**src/rtl/mcycle_unit.sv**
```systemverilog
// Iterative multiply/divide unit: shift-add multiply and restoring divide, one bit per cycle.
// Busy stalls the initiator from the cycle Start is first raised until the result is written.
module mcycle_unit #(
    parameter int unsigned WIDTH = 32
) (
    input  logic             CLK,
    input  logic             RESETn,
    input  logic             Start,
    input  logic [1:0]       MCycleOp,
    input  logic [WIDTH-1:0] Operand1,
    input  logic [WIDTH-1:0] Operand2,
    output logic [WIDTH-1:0] Result1,
    output logic [WIDTH-1:0] Result2,
    output logic             Busy,
    output logic             Done
);

    localparam int unsigned CW = (WIDTH > 1) ? $clog2(WIDTH) : 1;

    typedef enum logic {
        IDLE    = 1'b0,
        COMPUTE = 1'b1
    } state_t;

    state_t               state;
    logic [CW-1:0]        count;
    logic                 is_div;
    logic                 neg_q;
    logic                 neg_r;
    logic [WIDTH-1:0]     opb;
    logic [WIDTH-1:0]     acc_hi;
    logic [WIDTH-1:0]     acc_lo;

    logic                 a_neg;
    logic                 b_neg;
    logic [WIDTH-1:0]     abs_a;
    logic [WIDTH-1:0]     abs_b;
    logic                 accept;

    logic [WIDTH:0]       mul_sum;
    logic [WIDTH:0]       div_shift;
    logic [WIDTH+1:0]     div_trial;
    logic                 div_ok;
    logic [WIDTH-1:0]     nxt_hi;
    logic [WIDTH-1:0]     nxt_lo;
    logic [2*WIDTH-1:0]   prod;
    logic [2*WIDTH-1:0]   prod_s;
    logic [WIDTH-1:0]     q_s;
    logic [WIDTH-1:0]     r_s;
    logic [WIDTH-1:0]     res1;
    logic [WIDTH-1:0]     res2;

    // A Start seen in the completion cycle waits one cycle so Busy visibly drops for Done.
    assign accept = (state == IDLE) && Start && !Done;
    assign Busy   = accept || (state == COMPUTE);

    // Operand magnitudes and sign capture for the signed variants
    always_comb begin
        a_neg = MCycleOp[1] & Operand1[WIDTH-1];
        b_neg = MCycleOp[1] & Operand2[WIDTH-1];
        abs_a = a_neg ? -Operand1 : Operand1;
        abs_b = b_neg ? -Operand2 : Operand2;
    end

    // One iteration of either algorithm plus the sign-corrected final result
    always_comb begin
        mul_sum   = {1'b0, acc_hi} + (acc_lo[0] ? {1'b0, opb} : {(WIDTH+1){1'b0}});
        div_shift = {acc_hi, acc_lo[WIDTH-1]};
        div_trial = {1'b0, div_shift} - {2'b00, opb};
        div_ok    = ~div_trial[WIDTH+1];
        nxt_hi    = mul_sum[WIDTH:1];
        nxt_lo    = {mul_sum[0], acc_lo[WIDTH-1:1]};
        if (is_div) begin
            nxt_hi = div_ok ? WIDTH'(div_trial[WIDTH:0]) : WIDTH'(div_shift);
            nxt_lo = {acc_lo[WIDTH-2:0], div_ok};
        end
        prod   = {nxt_hi, nxt_lo};
        prod_s = neg_q ? -prod : prod;
        q_s    = neg_q ? -nxt_lo : nxt_lo;
        r_s    = neg_r ? -nxt_hi : nxt_hi;
        res1   = is_div ? q_s : prod_s[WIDTH-1:0];
        res2   = is_div ? r_s : prod_s[2*WIDTH-1:WIDTH];
    end

    always_ff @(posedge CLK or negedge RESETn) begin
        if (!RESETn) begin
            state   <= IDLE;
            count   <= '0;
            is_div  <= 1'b0;
            neg_q   <= 1'b0;
            neg_r   <= 1'b0;
            opb     <= '0;
            acc_hi  <= '0;
            acc_lo  <= '0;
            Result1 <= '0;
            Result2 <= '0;
            Done    <= 1'b0;
        end else begin
            Done <= 1'b0;
            unique case (state)
                IDLE: begin
                    if (accept) begin
                        state  <= COMPUTE;
                        count  <= '0;
                        is_div <= MCycleOp[0];
                        neg_q  <= a_neg ^ b_neg;
                        neg_r  <= a_neg;
                        acc_hi <= '0;
                        // Divide: shift the dividend out against the divisor.
                        // Multiply: walk the multiplier while adding the multiplicand.
                        opb    <= MCycleOp[0] ? abs_b : abs_a;
                        acc_lo <= MCycleOp[0] ? abs_a : abs_b;
                    end
                end
                COMPUTE: begin
                    acc_hi <= nxt_hi;
                    acc_lo <= nxt_lo;
                    count  <= count + CW'(1);
                    if (count == CW'(WIDTH - 1)) begin
                        state   <= IDLE;
                        Done    <= 1'b1;
                        Result1 <= res1;
                        Result2 <= res2;
                    end
                end
                default: state <= IDLE;
            endcase
        end
    end

endmodule

```
**config.mk**
```make
export PLATFORM = sky130hd
export DESIGN_NAME = mcycle_unit
export DESIGN_NICKNAME = d
export VERILOG_FILES = /design/src/rtl/mcycle_unit.sv
export SDC_FILE = /design/constraint.sdc
export NUM_CORES = 1
export LEC_CHECK = 0
export ABC_CLOCK_PERIOD_IN_PS = 6390
export CORE_ASPECT_RATIO = 0.75
export CORE_UTILIZATION = 59
export CTS_CLUSTER_SIZE = 25
export DETAILED_ROUTE_END_ITERATION = 7
export MAX_ROUTING_LAYER = met4
export PLACE_DENSITY = 0.81
export SETUP_SLACK_MARGIN = 0.02
export SLEW_MARGIN = 25
export SYNTH_ARGS = -nofsm -noshare
export SYNTH_HDL_FRONTEND = slang
export SYNTH_SLANG_ARGS = --single-unit
```
**constraint.sdc**
```tcl
create_clock -name CLK -period 6.39 [get_ports CLK]
set_input_delay 1.278 -clock CLK [delete_from_list [all_inputs] [get_ports CLK]]
set_output_delay 1.278 -clock CLK [all_outputs]
set_load 0.02 [all_outputs]
```
==> metrics.cfg <==
[sta]
rsz0062_at_grt = false
slew_violations = 0
hold_violations = 0
finalSetupTns_ps = 0
tightest_slew_ps = 1112
post-route-period-util = 0.8939
setup_viol = 0
max_freq_mhz = 175.1
skew_ps = 18.20
period_minus_slack_ps = 5712
slew_headroom = 0.2583

[placement]
port_buffers = 134
placed_area_sq_um = 17100
gp_congestion = 1.074
dp_hpwl_mm = 43.78

[drt]
wl_per_cell_um = 23.53
post-route-drc-count = 0
drt-initial-drc-count = 2532
postRouteAntennaNets = 0
routed_wl_mm = 57.43
num_vias = 16620
routed_via_density = 6.809
firstDrtPassIters = 8

[min_path]
min_from = Result2[8]
worstHoldPathType = reg -> reg

[yosys]
synth-xor-area-share = 0.08796
synthSimpleGateAreaFrac = 0.2085
synth_top_family_by_area = compound AO/OA/AOI/OAI gates
synth_ff_type = dfrtp_1
synth.distinct_cells = 89
syn_area_sq_um = 15530
synth_edf_count = 0
ys_async_sr_fraction = 1.000
synth_compound_area_frac = 0.2873
synth.avg_cell_area_sq_um = 7.694
ys_ff_latch = 170
syn_inst = 2019
ys_seq_area_frac = 0.2739
synthMuxAreaShare = 0.03407
synth_fp_nets = 2160
synth_adder_area_share = 0.05896
yosysWarningCount = 0

[critical_path]
startpoint_type = flop
worstPathRequired_ps = 6680
critPathLaunch = acc_hi[5]
worstSetupPathType = reg -> reg
cp-end-kind = flop
regToRegStartpoint = acc_hi[5]
path_max_fanout = 14
worstPathArrival_ps = 6010

[layout]
finalNetCount = 2224
final_area_sq_um = 17740
multi_input_area_sq_um = 10550
syn2layout_area_growth_pct = 14.18
layout.area.seq_sq_um = 4259
drive_gt1_frac = 0.06632
fillers = 2182

[die]
die-area_sq_um = 26990
row_count = 51
fp.dieW_um = 189.4
initial_core_util = 0.5996
core_area_sq_um = 25910
io_pins = 135
die_y_um = 142.5

[cts]
cts_buffers = 17
clock_latency_ps = 460
cts_resized = 0
h-tree-depth = 4
cts-hold-fix-buffers = 0
clock_path_buffers = 2
root_buffer = clkbuf_16
clk_pin_slew_worst_paths_ps = 80
cts_setup_buffers = 0
tritoncts = built
cts.sinks = 170

[run]
cap_violations = 0

[global_routing]
gr-usage-all-layers = 0.4349
grt_pass1_vias = 14820
antenna_found_initial = 1
grt_overflow = 0
grt_max_degree = 126
grt_pass1_wl_mm = 87.22

[outcome]
outcome = complete, no violations

path summary, 6_finish.rpt:
| path | end | slack (ps) | cells past startpoint |
|---|---|---|---|
| worst max-delay path | Result2[24] | 680 | 17 |
| worst min-delay path | Result2[8] | 480 | 2 |
| worst max register to register | Result2[24] | 680 | 17 |
| worst min register to register | Result2[8] | 480 | 2 |
| max in group asynchronous | is_div | 4290 | 2 |
| min in group asynchronous | Result2[30] | 790 | 1 |
critical path, stage by stage, from the launching register on:
cell	delay (ps)
dfrtp_1	450
ha_1	420
a21oi_1	270
o221ai_1	330
a41oi_1	480
or3_1	570
a31oi_1	280
o31a_1	380
inv_1	130
ha_1	210
nand2b_1	60
a311oi_1	440
nand4_1	340
o41ai_1	560
a31oi_1	130
o31ai_1	280
xor2_1	170
o21ai_1	70
logic make-up after synthesis:
logic type	count (synthesis)
AO/OA/AOI/OAI	689
XOR/XNOR	156
adder cells (fa/ha/maj)	72
buffers and inverters	198
flip-flops	170
multiplexers	49
AND/OR/NAND/NOR	685
area by class of cell:
cell class	instances	area share
diodes	1	0.0001411
clock buffers	17	0.02398
inverters	78	0.01651
clock inverters	15	0.01122
multi-input cells	1651	0.5949
flip-flops and latches	170	0.2401
well taps	344	0.02427
repair buffers	165	0.08888
synth_stat cells (17+ instances only):
master	instances	area (sq um)
mux2_2	27	304.0
a21oi_1	149	745.7
nand2_1	277	1040
xnor2_1	83	727.0
o21ai_0	221	1106
nand4_1	29	181.4
a22o_1	24	210.2
inv_1	76	285.3
a31oi_1	28	175.2
dfrtp_1	170	4254
mux2i_1	21	210.2
nor3_1	42	210.2
and2_1	41	256.5
a21o_1	25	187.7
a211oi_1	17	127.6
nor4_1	20	125.1
o21ai_1	20	100.1
nor2_1	144	540.5
ha_1	70	875.8
a22oi_1	23	172.7
clkbuf_1	94	352.8
xor2_1	73	639.4
nand3_1	27	135.1
or3_1	18	112.6
o31ai_1	26	195.2
per-layer routing:
| metal | part of all wire | routed length (um) | vias up | track usage |
|---|---|---|---|---|
| met4 | 0.029 | 1657 | 0 | 0.1163 |
| met3 | 0.14 | 7847 | 119 | 0.1127 |
| met5 | 0 | 0 | - | - |
| met2 | 0.40 | 23200 | 1100 | 0.5857 |
| li1 | - | - | 7501 | - |
| met1 | 0.43 | 24720 | 7901 | 0.6330 |
flip-flops by register name, summed over array words and instances (netlist names):
name     count
state        1
Result1     32
count        5
Done         1
is_div       1
acc_lo      32
acc_hi      32
Result2     32
neg_q        1
opb         32
neg_r        1
per-stage QoR:
stage                       util  hold WS, ps  instances  setup WS [ps]
after global routing      0.6846        518.7       2441          348.9
after floorplan                -        449.4       2019           1897
after global placement    0.6597        459.9       2408           1094
after detailed placement  0.6601        472.3       2408          909.6
final                     0.6846        482.7       2441          677.7
after CTS                 0.6842        489.3       2440          800.6
layout by cell type (no fill, tap or decap), types with 20 or more instances in the layout:
master / Yosys / layout
a21o_1: 25 / 25
a21oi_1: 149 / 148
a22o_1: 24 / 24
a22oi_1: 23 / 23
a31oi_1: 28 / 28
and2_1: 41 / 41
buf_4: 0 / 31
clkdlybuf4s50_1: 0 / 132
dfrtp_1: 170 / 168
ha_1: 70 / 70
inv_1: 76 / 75
mux2_2: 27 / 27
mux2i_1: 21 / 21
nand2_1: 277 / 276
nand3_1: 27 / 26
nand4_1: 29 / 29
nor2_1: 144 / 144
nor3_1: 42 / 42
nor4_1: 20 / 20
o21ai_0: 221 / 221
o21ai_1: 20 / 20
o31ai_1: 26 / 26
xnor2_1: 83 / 83
xor2_1: 73 / 73
Power is left out: the tool's default activity adds up to more than one toggle a clock period on the data nets, which glitch-free logic cannot reach.
